**config.mk**
```make
export PLATFORM = sky130hd
export DESIGN_NAME = spi_periph_t
export DESIGN_NICKNAME = d
export VERILOG_FILES = /design/src/rtl/spi_periph_t_pkg.sv /design/src/rtl/spi_periph_t_fifo.sv /design/src/rtl/spi_periph_t.sv
export SDC_FILE = /design/constraint.sdc
export NUM_CORES = 1
export LEC_CHECK = 0
export CORE_UTILIZATION = 49
export DETAILED_ROUTE_END_ITERATION = 8
export PLACE_DENSITY_LB_ADDON = 0.15
export RECOVER_POWER = 100
export SLEW_MARGIN = 0
export SYNTH_ARGS = -nofsm -noshare
export SYNTH_HDL_FRONTEND = slang
export SYNTH_HIERARCHICAL = 1
export SYNTH_SLANG_ARGS = --single-unit
```
**constraint.sdc**
```tcl
create_clock -name clk -period 3.62 [get_ports clk]
set_clock_uncertainty 0.15 [all_clocks]
set_input_delay 0.362 -clock clk [delete_from_list [all_inputs] [get_ports clk]]
set_output_delay 0.362 -clock clk [all_outputs]
set_load 0.01 [all_outputs]
```
**src/rtl/spi_periph_t_pkg.sv**
```systemverilog
// Shared constants for the memory-mapped SPI responder: register offsets,
// STATUS bit positions, the idle fill byte and the STATUS packing helper.
package spi_periph_t_pkg;

    localparam logic [7:0] SPI_P_TX     = 8'h00;
    localparam logic [7:0] SPI_P_RX     = 8'h04;
    localparam logic [7:0] SPI_P_STATUS = 8'h08;
    localparam logic [7:0] SPI_P_LEVEL  = 8'h0C;

    localparam int STAT_RX_VALID   = 0;
    localparam int STAT_RX_OVERRUN = 1;
    localparam int STAT_TX_EMPTY   = 2;
    localparam int STAT_BUSY       = 3;
    localparam int STAT_TX_UNDER   = 4;

    // Byte shifted out when the CPU has not supplied one in time
    localparam logic [7:0] SPI_IDLE_FILL = 8'hFF;

    // Assemble the low byte of the STATUS register
    function automatic logic [7:0] pack_status(input logic [2:0] bit_cnt,
                                               input logic       tx_under,
                                               input logic       busy,
                                               input logic       tx_empty,
                                               input logic       rx_overrun,
                                               input logic       rx_valid);
        logic [7:0] s;
        s                  = 8'h00;
        s[7:5]             = bit_cnt;
        s[STAT_TX_UNDER]   = tx_under;
        s[STAT_BUSY]       = busy;
        s[STAT_TX_EMPTY]   = tx_empty;
        s[STAT_RX_OVERRUN] = rx_overrun;
        s[STAT_RX_VALID]   = rx_valid;
        return s;
    endfunction

endpackage

```
**src/rtl/spi_periph_t_fifo.sv**
```systemverilog
// Small synchronous FIFO with async reset. Pointers carry one extra wrap bit
// so full/empty fall out of an MSB comparison. Head is read combinationally.
module sync_fifo_t #(
    parameter int WIDTH = 8,
    parameter int DEPTH = 4
) (
    input  logic                       clk,
    input  logic                       reset,
    input  logic                       push_i,
    input  logic                       pop_i,
    input  logic [WIDTH-1:0]           wdata_i,
    output logic [WIDTH-1:0]           rdata_o,
    output logic                       full_o,
    output logic                       empty_o,
    output logic [$clog2(DEPTH):0]     level_o
);
    localparam int AW = $clog2(DEPTH);

    logic [WIDTH-1:0] mem_q [DEPTH];
    logic [AW:0]      wr_q;
    logic [AW:0]      rd_q;
    logic             do_push_s;
    logic             do_pop_s;

    assign empty_o   = (wr_q == rd_q);
    assign full_o    = (wr_q[AW] != rd_q[AW]) && (wr_q[AW-1:0] == rd_q[AW-1:0]);
    assign level_o   = wr_q - rd_q;
    assign rdata_o   = mem_q[rd_q[AW-1:0]];
    // A push into a full FIFO is accepted only when a pop frees the slot this cycle
    assign do_pop_s  = pop_i & ~empty_o;
    assign do_push_s = push_i & (~full_o | do_pop_s);

    // Storage and pointer update
    always_ff @(posedge clk or posedge reset) begin
        if (reset) begin
            wr_q <= '0;
            rd_q <= '0;
            for (int i = 0; i < DEPTH; i++) begin
                mem_q[i] <= '0;
            end
        end else begin
            if (do_push_s) begin
                mem_q[wr_q[AW-1:0]] <= wdata_i;
                wr_q                <= wr_q + 1'b1;
            end
            if (do_pop_s) begin
                rd_q <= rd_q + 1'b1;
            end
        end
    end

endmodule

```
**src/rtl/spi_periph_t.sv**
```systemverilog
// SPI responder, mode 0, MSB first, 8-bit frames. SCK/CS/MOSI are
// synchronised into clk; all shifting happens on detected edges of the
// synchronised SCK, so the master half-period must cover the 3-clk latency.
module spi_periph_t
    import spi_periph_t_pkg::*;
#(
    parameter int RX_DEPTH = 4
) (
    input  logic        clk,
    input  logic        reset,
    input  logic        wen,
    input  logic        ren,
    input  logic [31:0] addr,
    input  logic [31:0] wdata,
    output logic [31:0] rdata,
    input  logic        sck,
    input  logic        cs,
    input  logic        mosi,
    output logic        miso,
    output logic        miso_oe
);
    localparam int LW = $clog2(RX_DEPTH) + 1;

    logic sck_m_q, sck_s_q, sck_dly_q;
    logic cs_m_q, cs_s_q, cs_dly_q;
    logic mosi_m_q, mosi_s_q;

    logic [7:0]  hold_q, hold_d;
    logic        tx_full_q, tx_full_d;
    logic [7:0]  srout_q, srout_d;
    logic [7:0]  srin_q, srin_d;
    logic [2:0]  cnt_q, cnt_d;
    logic        miso_q, miso_d;
    logic        oe_q, oe_d;
    logic        ovr_q, ovr_d;
    logic        und_q, und_d;
    logic [31:0] rdata_q, rdata_d;

    logic        sck_rise_s, sck_fall_s, cs_fall_s, cs_rise_s;
    logic        load_s, push_req_s, push_s, pop_s, overrun_set_s;
    logic [7:0]  load_byte_s, rx_byte_s, head_s;
    logic        fifo_full_s, fifo_empty_s;
    logic [LW-1:0] level_s;
    logic [7:0]  status_s;
    logic        unused_ok_s;

    assign unused_ok_s = ^{addr[31:8], wdata[31:8]};

    // Two-flop synchronisers plus a delay flop for edge detection
    always_ff @(posedge clk or posedge reset) begin
        if (reset) begin
            sck_m_q  <= 1'b0; sck_s_q  <= 1'b0; sck_dly_q <= 1'b0;
            cs_m_q   <= 1'b1; cs_s_q   <= 1'b1; cs_dly_q  <= 1'b1;
            mosi_m_q <= 1'b1; mosi_s_q <= 1'b1;
        end else begin
            sck_m_q  <= sck;  sck_s_q  <= sck_m_q;  sck_dly_q <= sck_s_q;
            cs_m_q   <= cs;   cs_s_q   <= cs_m_q;   cs_dly_q  <= cs_s_q;
            mosi_m_q <= mosi; mosi_s_q <= mosi_m_q;
        end
    end

    assign sck_rise_s  = sck_s_q & ~sck_dly_q & ~cs_s_q;
    assign sck_fall_s  = ~sck_s_q & sck_dly_q & ~cs_s_q;
    assign cs_fall_s   = ~cs_s_q & cs_dly_q;
    assign cs_rise_s   = cs_s_q & ~cs_dly_q;
    // Holding reloads at frame start and at every byte boundary
    assign load_s      = cs_fall_s | (sck_fall_s & (cnt_q == 3'd0));
    assign load_byte_s = tx_full_q ? hold_q : SPI_IDLE_FILL;
    assign rx_byte_s   = {srin_q[6:0], mosi_s_q};
    assign push_req_s  = sck_rise_s & (cnt_q == 3'd7);
    assign pop_s       = ren & ~wen & (addr[7:0] == SPI_P_RX) & ~fifo_empty_s;
    assign push_s      = push_req_s & (~fifo_full_s | pop_s);
    assign overrun_set_s = push_req_s & fifo_full_s & ~pop_s;
    assign status_s    = pack_status(cnt_q, und_q, ~cs_s_q, ~tx_full_q, ovr_q, ~fifo_empty_s);

    sync_fifo_t #(.WIDTH(8), .DEPTH(RX_DEPTH)) u_rx_fifo (
        .clk     (clk),
        .reset   (reset),
        .push_i  (push_s),
        .pop_i   (pop_s),
        .wdata_i (rx_byte_s),
        .rdata_o (head_s),
        .full_o  (fifo_full_s),
        .empty_o (fifo_empty_s),
        .level_o (level_s)
    );

    // Next-state for shifters, flags, TX holding and the read mux
    always_comb begin
        hold_d    = hold_q;
        tx_full_d = tx_full_q;
        srout_d   = srout_q;
        srin_d    = srin_q;
        cnt_d     = cnt_q;
        miso_d    = miso_q;
        oe_d      = oe_q;
        ovr_d     = ovr_q;
        und_d     = und_q;
        rdata_d   = rdata_q;

        if (cs_fall_s) begin
            cnt_d = 3'd0;
            oe_d  = 1'b1;
        end else if (cs_rise_s) begin
            cnt_d = 3'd0;
            oe_d  = 1'b0;
        end else if (sck_rise_s) begin
            srin_d = rx_byte_s;
            cnt_d  = cnt_q + 3'd1;
        end else begin
            cnt_d = cnt_q;
        end

        if (cs_rise_s) begin
            miso_d = 1'b1;
        end else if (load_s) begin
            srout_d   = load_byte_s;
            tx_full_d = 1'b0;
            miso_d    = load_byte_s[7];
        end else if (sck_fall_s) begin
            srout_d = {srout_q[6:0], 1'b1};
            miso_d  = srout_q[6];
        end else begin
            miso_d = miso_q;
        end

        // CPU write after the load so a same-cycle write is kept and tx_full stays set
        if (wen) begin
            case (addr[7:0])
                SPI_P_TX: begin
                    hold_d    = wdata[7:0];
                    tx_full_d = 1'b1;
                end
                SPI_P_STATUS: begin
                    if (wdata[STAT_RX_OVERRUN]) ovr_d = 1'b0; else ovr_d = ovr_q;
                    if (wdata[STAT_TX_UNDER])   und_d = 1'b0; else und_d = und_q;
                end
                default: begin
                    hold_d = hold_q;
                end
            endcase
        end else begin
            case (addr[7:0])
                SPI_P_TX:     rdata_d = {24'h000000, hold_q};
                SPI_P_RX:     rdata_d = fifo_empty_s ? 32'h0000_0000 : {24'h000000, head_s};
                SPI_P_STATUS: rdata_d = {24'h000000, status_s};
                SPI_P_LEVEL:  rdata_d = {{(32-LW){1'b0}}, level_s};
                default:      rdata_d = 32'h0000_0000;
            endcase
        end

        // Sticky sets last so they win over a same-cycle clear
        if (overrun_set_s) ovr_d = 1'b1; else ovr_d = ovr_d;
        if (load_s && !tx_full_q) und_d = 1'b1; else und_d = und_d;
    end

    // State registers
    always_ff @(posedge clk or posedge reset) begin
        if (reset) begin
            hold_q    <= 8'h00;
            tx_full_q <= 1'b0;
            srout_q   <= 8'hFF;
            srin_q    <= 8'h00;
            cnt_q     <= 3'd0;
            miso_q    <= 1'b1;
            oe_q      <= 1'b0;
            ovr_q     <= 1'b0;
            und_q     <= 1'b0;
            rdata_q   <= 32'h0000_0000;
        end else begin
            hold_q    <= hold_d;
            tx_full_q <= tx_full_d;
            srout_q   <= srout_d;
            srin_q    <= srin_d;
            cnt_q     <= cnt_d;
            miso_q    <= miso_d;
            oe_q      <= oe_d;
            ovr_q     <= ovr_d;
            und_q     <= und_d;
            rdata_q   <= rdata_d;
        end
    end

    assign rdata   = rdata_q;
    assign miso    = miso_q;
    assign miso_oe = oe_q;

endmodule

```
==> impl_metrics.csv, run 1 <==
group,metric,value,unit
sta,hold_violations,0,
die,start_util,50.8,%
yosys,synthFlopType,"dfrtp_1",
cts,clk_latency,340,ps
flow_run,maxCapViolCount,2,
setup_path,cp-end-kind,"register",
cells_and_area,area_delta_synth_final,12.3,%
yosys,synth_cell_types,49,
setup_path,critPathLaunchType,"register",
global_routing,grt_max_degree,47,
yosys,synth_top_area_cell,"dfrtp_1",
sta,finalCriticalPeriod,3150,ps
power,clkPwrFrac,35.1,%
cts,root_buffer,"clkbuf_8",
yosys,synth_seq_cells,84,
drt,wirelength,7980,um
yosys,ys_warn_count,6,
worst_hold_path,holdCritPathClass,"register to register",
sta,layout_setup_ws,468,ps
die,coreArea,8260,um^2
die,ios,105,
yosys,synth-edff-count,0,
cts,clock-sinks,84,
drt,vias_per_cell,5.38,
power,seqPwrFrac,56.5,%
sta,tightestPinTransition,2010,ps
power,switchingPower,0.000454,W
worst_hold_path,hp-start,"mosi_m_q",
sta,finalMaxSlewViolations,86,
setup_path,crit_path_max_incr_delay,410,ps
setup_path,critPathTopFamily,"simple AND/OR/NAND/NOR gates",
setup_path,ff2ff_setup_slack,470,ps
power,p_comb_share,8.4,%
placement,post-place-ws,559,ps
cts,cts_tree,"built",
setup_path,rr_worst_depth,11,
placement,io_buffers,32,
sta,setup_viol,0,
drt,drc,0,
setup_path,r2r-start,"u_rx_fifo/wr_q[0]",
die,chipHeight,94.5,um
drt,antenna_left,0,
setup_path,worstSetupPathType,"register to register",
yosys,synth_top_cell_area_share,42.4,%
cts,cts_buffers,9,
cts,hold_buffers,0,
placement,gp_congestion,0.797,
yosys,synthTopCellsByArea,"dfrtp_1 (42%), mux2_2 (14%), dfstp_2 (8.1%)",
yosys,yosysSeqAreaShare,50.5,%
global_routing,grt_pass1_vias,2698,
cts,postCtsSetupRepairBufs,0,
sta,max_freq,0.317,GHz
global_routing,antenna_found_initial,0,
sta,period_share,87.1,%
sta,rsz0062_at_grt,"false",
cells_and_area,drive_above_1_share,26.3,%
cts,post_cts_resized,0,
yosys,netlist_instances,341,
yosys,synth_area_per_cell,12.3,um^2
die,dieArea,8940,um^2
global_routing,grt_pass1_wl,13100,um
power,powerDensity,396,nW/um^2
power,peakVddDrop,0.000224,V
global_routing,grt_usage,19.5,%
cts,clk_pin_slew_worst_paths,80,ps
cells_and_area,nNetsFinal,463,
cts,cts_buffer_depth,2,
setup_path,crit_arrival,3220,ps
cts,h-tree-depth,3,
cells_and_area,diodes,0,
worst_hold_path,hold_end,"mosi_s_q",
sta,fin_tns_setup,0,ps
die,row_count,33,
cells_and_area,nFillCells,722,
run_status,status,"complete, but fails checks",
power,swShare,24.4,%
placement,hpwl,5640,um
power,power_leakage,2.23,nW
die,die_x,94.5,um
global_routing,grt-ovfl-total,0,
drt,dr.first_iter.drc_count,102,
drt,wl_per_cell,16.3,um
sta,slew_headroom,-34.0,%
power,p_int,0.00141,W
setup_path,reg2reg_to,"u_rx_fifo/mem_q[24]",
drt,num_vias,2630,
setup_path,cp_num_buf_inv,2,
yosys,synth-async-reset-ratio,100,%
drt,dr.pass1.iters,4,
setup_path,crit_fanout,8,
worst_hold_path,holdPathStages,0,
setup_path,cp.required,3690,ps
setup_path,crit_slowest_cell,"dfrtp_1",
setup_path,crit_chain,"inv_1, ha_1, nand2_1, nor2_1, nor4b_1, and3_1, and2_0, and3b_1, a21oi_1, buf_4, mux2_2",
yosys,syn_area,4200,um^2
run_status,violations,"capacitance limit, slew limit",
[synthesized netlist by cell type (all sizes together) (2+ instances only)]
| cell | instances |
|---|---|
| o21a | 7 |
| mux4 | 8 |
| a22oi | 5 |
| mux2 | 51 |
| o21ai | 15 |
| dfrtp | 71 |
| nand2 | 21 |
| clkbuf | 8 |
| nor2 | 19 |
| o31ai | 7 |
| ha | 12 |
| a31oi | 4 |
| nand2b | 5 |
| nor3b | 2 |
| inv | 13 |
| nor3 | 4 |
| buf | 29 |
| xnor2 | 5 |
| nand4b | 2 |
| mux2i | 6 |
| dfstp | 13 |
| a21oi | 12 |
| or3 | 2 |
| o211ai | 2 |
| nand3b | 2 |
| and2 | 2 |
[worst register-to-register path: stages (launching register included)]
cell and delay [ps]:
dfrtp_1 410, inv_1 100, ha_1 380, nand2_1 130
nor2_1 70, nor4b_1 270, and3_1 250, and2_0 290
and3b_1 280, a21oi_1 160, buf_4 200, mux2_2 350
[logic make-up (layout without fill, tap and decap cells)]
logic type	count (synthesis)	after routing	synth area share [%]
and+or+nand+nor	67	67	8.95
adders and majority gates	13	13	4.06
DFF	84	84	50.5
other	1	24	0.0894
AOI/OAI and AO/OA	55	55	8.53
xor gates and xnor gates	6	6	1.43
buffers and inverters	50	70	7.04
muxes	65	65	19.4
[power by group through the flow]
stage / clock network [W] / logic (W) / registers, W
global placement: 0 / 0.000160 / 0.00107
CTS: 0.000680 / 0.000165 / 0.00106
finish: 0.000654 / 0.000156 / 0.00105
global route: 0.000725 / 0.000175 / 0.00107
floorplan: 0 / 0.000127 / 0.00106
detailed placement: 0 / 0.000164 / 0.00107
[cell usage in the layout (no fill, tap or decap), types with 10 or more instances in the layout]
cell type	n
ha_1	12
clkdlybuf4s50_1	17
clkbuf_8	10
conb_1	24
dfstp_2	12
o21ai_0	14
inv_1	13
a21oi_1	10
dfrtp_1	71
dlygate4sd3_1	15
nor2_1	19
mux2_2	51
nand2_1	20
[flip-flops by register name, indices dropped and copies added, names as in the netlist]
name             cells
cnt_q                3
cs_dly_q             1
cs_m_q               1
cs_s_q               1
hold_q               8
miso                 1
miso_oe              1
mosi_m_q             1
mosi_s_q             1
ovr_q                1
rdata                8
sck_dly_q            1
sck_m_q              1
sck_s_q              1
srin_q               7
srout_q              7
tx_full_q            1
u_rx_fifo/mem_q     32
u_rx_fifo/rd_q       3
u_rx_fifo/wr_q       3
und_q                1
[worst max-delay path by stage]
stage,depth (start not counted),start,to
2_1_floorplan,13,u_rx_fifo/rd_q[1],u_rx_fifo/mem_q[10]
3_3_place_gp,11,u_rx_fifo/wr_q[0],u_rx_fifo/mem_q[2]
3_5_place_dp,10,u_rx_fifo/wr_q[0],u_rx_fifo/mem_q[6]
4_1_cts,10,u_rx_fifo/wr_q[0],u_rx_fifo/mem_q[2]
5_1_grt,11,u_rx_fifo/wr_q[0],u_rx_fifo/mem_q[24]
6_report,11,u_rx_fifo/wr_q[0],u_rx_fifo/mem_q[24]
[metal layers]
layer	vias up	wire length [um]	global-route usage (%)	part of all wire [%]
met1	1345	3710	25.2	46
li1	1223	-	-	-
met3	14	258	3.46	3.2
met5	-	0	0	0
met2	48	3860	32.9	48
met4	0	144	7.20	1.8
[stage by stage]
step / hold WS [ps] / total power [W] / cell area, um^2 / std cells / utilization, %
detailed placement: 197 / 0.00124 / 4550 / 473 / 55.2
CTS: 209 / 0.00190 / 4750 / 489 / 57.5
global route: 215 / 0.00197 / 4710 / 489 / 57.0
finish: 207 / 0.00187 / 4710 / 489 / 57.0
global placement: 187 / 0.00123 / 4550 / 473 / 55.2
floorplan: 181 / 0.00118 / 4280 / 364 / -
[layout make-up]
| class | instances | area [um^2] | share of cell area (%) |
|---|---|---|---|
| Multi-Input combinational cell | 230 | 1840 | 39.0 |
| Tap cell | 105 | 131 | 2.79 |
| Timing Repair Buffer | 41 | 380 | 8.08 |
| Clock inverter | 5 | 52.6 | 1.12 |
| Sequential cell | 84 | 2120 | 45.0 |
| Inverter | 13 | 48.8 | 1.04 |
| Clock buffer | 11 | 141 | 3.00 |
Note: power is estimated with default switching activity, not from simulation.
==> run 2: changes to the inputs <==
Settings changed: ABC_AREA from default to 1, ABC_CLOCK_PERIOD_IN_PS from default to 3620, CORE_UTILIZATION 49 to 48.
==> impl_metrics.csv, run 2 <==
group,metric,value,unit
power,seqPwrFrac,55.8,%
cts,root_buffer,"clkbuf_8",
power,switchingPower,0.000520,W
setup_path,crit_top_cell,"inv_1",
setup_path,reg2reg_to,"u_rx_fifo/mem_q[4]",
flow_run,maxCapViolCount,2,
setup_path,rr_worst_depth,14,
power,p_int,0.00141,W
sta,rsz0062_at_grt,"false",
yosys,synth_seq_cells,84,
sta,finalCriticalPeriod,2950,ps
global_routing,grt-ovfl-total,0,
die,die_x,99.2,um
setup_path,crit_slowest_cell,"nand3_1",
setup_path,critical_path_depth,14,
yosys,yosysSeqAreaShare,46.7,%
cts,cts_tree,"built",
setup_path,cp.required,3710,ps
yosys,synth.most_common_cell,"nand2_1",
worst_hold_path,hp-start,"sck_m_q",
die,start_util,49.3,%
placement,io_buffers,32,
setup_path,crit_path_max_incr_delay,410,ps
setup_path,worstSetupPathType,"register to register",
cts,cts_buffer_depth,2,
cells_and_area,largest_register_ffs,32,
sta,hold_violations,0,
setup_path,cp-end-kind,"register",
die,ios,105,
global_routing,grt_usage,21.0,%
cts,postCtsSetupRepairBufs,0,
placement,dp.cells,659,
drt,vias_per_cell,5.20,
worst_hold_path,hold_end,"sck_s_q",
yosys,synth_top_cell_area_share,39.2,%
drt,num_vias,3508,
cts,clk_latency,350,ps
power,clkPwrFrac,36.1,%
yosys,synth-edff-count,0,
die,dieArea,9840,um^2
power,p_comb_share,8.0,%
power,power_leakage,2.53,nW
sta,fin_tns_setup,0,ps
sta,finalMaxSlewViolations,86,
yosys,ys_warn_count,6,
placement,gp_congestion,0.799,
drt,antenna_left,0,
setup_path,crit_fanout,40,
worst_hold_path,holdCritPathClass,"register to register",
sta,max_freq,0.338,GHz
drt,drc,0,
die,coreArea,9200,um^2
power,swShare,26.9,%
yosys,synthFlopType,"dfrtp_1",
cells_and_area,drive_above_1_share,9.57,%
cells_and_area,layout_common_cells,"nand2_1 (156), dfrtp_1 (71), o21ai_0 (43), nand4_1 (38), inv_1 (37)",
run_status,violations,"capacitance limit, slew limit",
sta,tightestPinTransition,2030,ps
die,row_count,35,
die,chipHeight,99.2,um
cts,hold_buffers,0,
cells_and_area,layout_commonest_cell,"nand2_1",
global_routing,antenna_found_initial,0,
placement,hpwl,6810,um
drt,wl_per_cell,14.2,um
power,peakVddDrop,0.000269,V
cells_and_area,instances_no_fill,675,
cells_and_area,regMostFlops,"u_rx_fifo/mem_q",
global_routing,grt_pass1_wl,16400,um
cts,clock-sinks,84,
sta,setup_viol,0,
drt,dr.first_iter.drc_count,186,
cells_and_area,area_delta_synth_final,8.17,%
yosys,synth_cell_types,41,
cts,h-tree-depth,3,
setup_path,r2r-start,"u_rx_fifo/rd_q[1]",
worst_hold_path,holdPathStages,0,
global_routing,grt_pass1_vias,3279,
cts,post_cts_resized,0,
sta,slew_headroom,-35.5,%
setup_path,cp_num_buf_inv,5,
yosys,syn_area,4540,um^2
setup_path,critPathTopFamily,"simple AND/OR/NAND/NOR gates",
yosys,synth_commonest_cells,"nand2_1 (155), dfrtp_1 (71), nand4_1 (38)",
setup_path,crit_chain,"inv_1, ha_1, nand2_1, inv_1, nand2_1, inv_1, nor2_2, nand3_1, inv_1, inv_1, nand3_4, nand3_1, nand2_1, nand2_1",
setup_path,crit_arrival,3040,ps
setup_path,ff2ff_setup_slack,670,ps
cts,clk_pin_slew_worst_paths,100,ps
power,powerDensity,394,nW/um^2
yosys,synth_top_area_cell,"dfrtp_1",
yosys,synth-async-reset-ratio,100,%
drt,dr.pass1.iters,5,
cells_and_area,utilization,53.3,%
setup_path,critPathLaunchType,"register",
drt,wirelength,9600,um
cells_and_area,diodes,0,
cts,cts_buffers,9,
sta,period_share,81.6,%
run_status,status,"complete, but fails checks",
yosys,synth_area_per_cell,8.48,um^2
yosys,netlist_instances,535,
global_routing,grt_max_degree,47,
yosys,synthTopCellsByArea,"dfrtp_1 (39%), nand2_1 (13%), dfstp_2 (7.5%)",
cells_and_area,nNetsFinal,643,
-- run 2: changes by cell type after synthesis, moves of 9 or more --
cell     previous run  this run
o21ai_0             8        36
nand4_1             0        38
mux2_2             51         1
nand3_1             1        34
inv_1              13        36
nor2_1             19        34
o22ai_1             0         9
nand2_1            20       155
-- run 2: kinds of logic after synthesis --
family                     Yosys count  synth area share (%)
AOI/OAI and AO/OA                   60                  7.59
xor gates and xnor gates             2                 0.386
adders and majority gates           13                  3.75
buffers and inverters               89                  11.7
DFF                                 84                  46.7
muxes                                1                 0.248
other                                1                0.0827
and+or+nand+nor                    285                  29.5
-- run 2: worst register-to-register path: cells and delay by family (launching register included) --
kind / cells / cell delay, ps
buf+inv: 5 / 600
simple gates: 8 / 1430
flops: 1 / 390
fa+ha+maj: 1 / 290
-- run 2: worst max path at each step --
stage	start	end	slack (ps)
floorplan	u_rx_fifo/rd_q[1]	u_rx_fifo/mem_q[10]	1160
global placement	addr[7]	u_rx_fifo/mem_q[8]	650
detailed placement	addr[5]	u_rx_fifo/mem_q[8]	610
CTS	u_rx_fifo/rd_q[1]	u_rx_fifo/mem_q[8]	720
global route	u_rx_fifo/rd_q[0]	u_rx_fifo/mem_q[4]	370
finish	u_rx_fifo/rd_q[1]	u_rx_fifo/mem_q[4]	670
-- run 2: power groups by stage --
stage               registers [W]  clock network [W]  logic, W
floorplan                 0.00107                  0  0.000132
global placement          0.00109                  0  0.000163
detailed placement        0.00110                  0  0.000167
CTS                       0.00108           0.000719  0.000168
global route              0.00109           0.000767  0.000182
finish                    0.00108           0.000699  0.000156
-- run 2: layer usage --
layer	global-route usage, %	part of all wire, %	vias up
li1	-	-	1757
met1	29.5	48	1665
met2	34.2	47	77
met3	2.95	3.6	9
met4	5.77	0.95	0
met5	0	0	-
-- run 2: layout make-up --
type | count | area, um^2
clock buffer | 10 | 138
clock inverter | 6 | 70.1
fill | 885 | 4290
inverter | 41 | 154
multi-input combinational | 385 | 1930
sequential | 84 | 2120
tap | 111 | 139
timing repair buffer | 38 | 362
-- run 2: per-stage QoR --
stage               cell area (um^2)  setup WS (ps)  hold WS (ps)  power [W]
floorplan                       4620           1160           181    0.00120
global placement                4750            646           182    0.00126
detailed placement              4750            610           196    0.00126
CTS                             4960            715           212    0.00197
global route                    4910            365           216    0.00204
finish                          4910            665           204    0.00193
==> run 3: changes to the inputs <==
Settings changed: ABC_CLOCK_PERIOD_IN_PS 3620 to 3000.
Clock period 3.62 ns to 3 ns, I/O delays scaled along.
==> impl_metrics.csv, run 3 (synthesized netlist as in run 2, its figures left out) <==
group,metric,value,unit
setup_path,crit_chain,"inv_1, ha_1, nand2_1, inv_1, nand2_1, inv_1, nor2_2, nand3_2, inv_1, inv_1, nand3_4, nand3_1, nand2_1, nand2_1",
drt,vias_per_cell,5.19,
cts,clock-sinks,84,
sta,layout_setup_ws,238,ps
die,start_util,49.3,%
setup_path,crit_slowest_cell,"dfrtp_1",
cells_and_area,layout_commonest_cell,"nand2_1",
placement,dp.cells,663,
cts,cts_tree,"built",
sta,tightestPinTransition,2030,ps
cells_and_area,drive_above_1_share,10.6,%
global_routing,grt-ovfl-total,0,
setup_path,worstSetupPathType,"register to register",
run_status,status,"complete, but fails checks",
cts,h-tree-depth,3,
drt,dr.first_iter.drc_count,156,
die,dieArea,9840,um^2
flow_run,maxCapViolCount,2,
global_routing,antenna_found_initial,0,
cells_and_area,nNetsFinal,647,
cells_and_area,layout_common_cells,"nand2_1 (156), dfrtp_1 (71), o21ai_0 (43), nand4_1 (38), inv_1 (37)",
drt,wirelength,9510,um
sta,finalMaxSlewViolations,86,
placement,post-place-ws,230,ps
setup_path,crit_path_max_incr_delay,400,ps
setup_path,crit_fanout,24,
setup_path,cp.required,3110,ps
run_status,violations,"capacitance limit, slew limit",
cts,post_cts_resized,0,
setup_path,cp-end-kind,"register",
die,die_x,99.2,um
global_routing,grt_pass1_wl,16300,um
cells_and_area,diodes,0,
cts,clk_latency,360,ps
drt,antenna_left,0,
placement,gp_congestion,0.826,
power,power_leakage,2.56,nW
drt,wl_per_cell,14.0,um
setup_path,crit_top_cell,"inv_1",
sta,slew_headroom,-35.1,%
cells_and_area,regMostFlops,"u_rx_fifo/mem_q",
global_routing,grt_pass1_vias,3351,
cells_and_area,final_area,4970,um^2
power,powerDensity,478,nW/um^2
worst_hold_path,holdCritPathClass,"register to register",
drt,num_vias,3522,
cts,hold_buffers,0,
placement,placed_area,4780,um^2
cts,root_buffer,"clkbuf_8",
die,row_count,35,
sta,finalCriticalPeriod,2760,ps
sta,rsz0062_at_grt,"true",
sta,setup_viol,0,
cells_and_area,area_delta_synth_final,9.63,%
cts,cts_buffers,9,
cts,cts_buffer_depth,2,
setup_path,crit_arrival,2870,ps
setup_path,critPathLaunchType,"register",
sta,period_share,92.1,%
global_routing,grt_max_degree,47,
power,peakVddDrop,0.000286,V
cells_and_area,instances_no_fill,679,
sta,hold_violations,0,
die,ios,105,
die,coreArea,9200,um^2
global_routing,grt_usage,21.0,%
cts,postCtsSetupRepairBufs,0,
placement,io_buffers,32,
cts,clk_pin_slew_worst_paths,90,ps
die,chipHeight,99.2,um
drt,drc,0,
placement,hpwl,6840,um
sta,max_freq,0.362,GHz
drt,dr.pass1.iters,5,
cells_and_area,largest_register_ffs,32,
run 3: cell type report:
cell class                      instances  area, um^2
Clock buffer                           12         165
Clock inverter                          4        53.8
Inverter                               41         154
Sequential cell                        84        2120
Timing Repair Buffer                   42         392
Multi-Input combinational cell        385        1950
Fill cell                             875        4220
Tap cell                              111         139
run 3: power breakdown:
| part | internal, W | switching, W |
|---|---|---|
| clock network | 0.000456 | 0.000433 |
| registers | 0.00122 | 0.0000813 |
| logic | 0.0000750 | 0.000113 |
run 3: final timing paths:
path | startpoint | to | slack, ps | depth (start not counted)
max in group asynchronous | reset | u_rx_fifo/wr_q[1] | 560 | 3
worst max register to register | u_rx_fifo/wr_q[0] | u_rx_fifo/mem_q[8] | 240 | 14
min in group asynchronous | reset | srin_q[5] | 780 | 2
worst min-delay path | sck_m_q | sck_s_q | 210 | 0
worst max-delay path | u_rx_fifo/wr_q[0] | u_rx_fifo/mem_q[8] | 240 | 14
worst min register to register | sck_m_q | sck_s_q | 210 | 0
run 3: per-stage QoR:
step	hold slack, ps	util [%]	power, W	setup TNS, ps
after floorplan	154	-	0.00145	0
after global placement	181	52.0	0.00152	0
after detailed placement	190	52.0	0.00152	0
after CTS	177	54.3	0.00240	0
after global routing	209	54.1	0.00248	-210
final	206	54.1	0.00238	0
run 3: routing by layer:
layer  up-vias  wire, um  global-route usage [%]
li1       1762         -                       -
met1      1656      4550                    28.8
met2        92      4400                    33.9
met3        12       414                    3.79
met4         0       148                    7.01
met5         -         0                       0
run 3: worst max-delay path: cells and delay by family, from the launching register on:
family | cells | cell delay, ps
adders and majority gates | 1 | 330
buffers and inverters | 5 | 530
and+or+nand+nor | 8 | 1250
DFF | 1 | 400
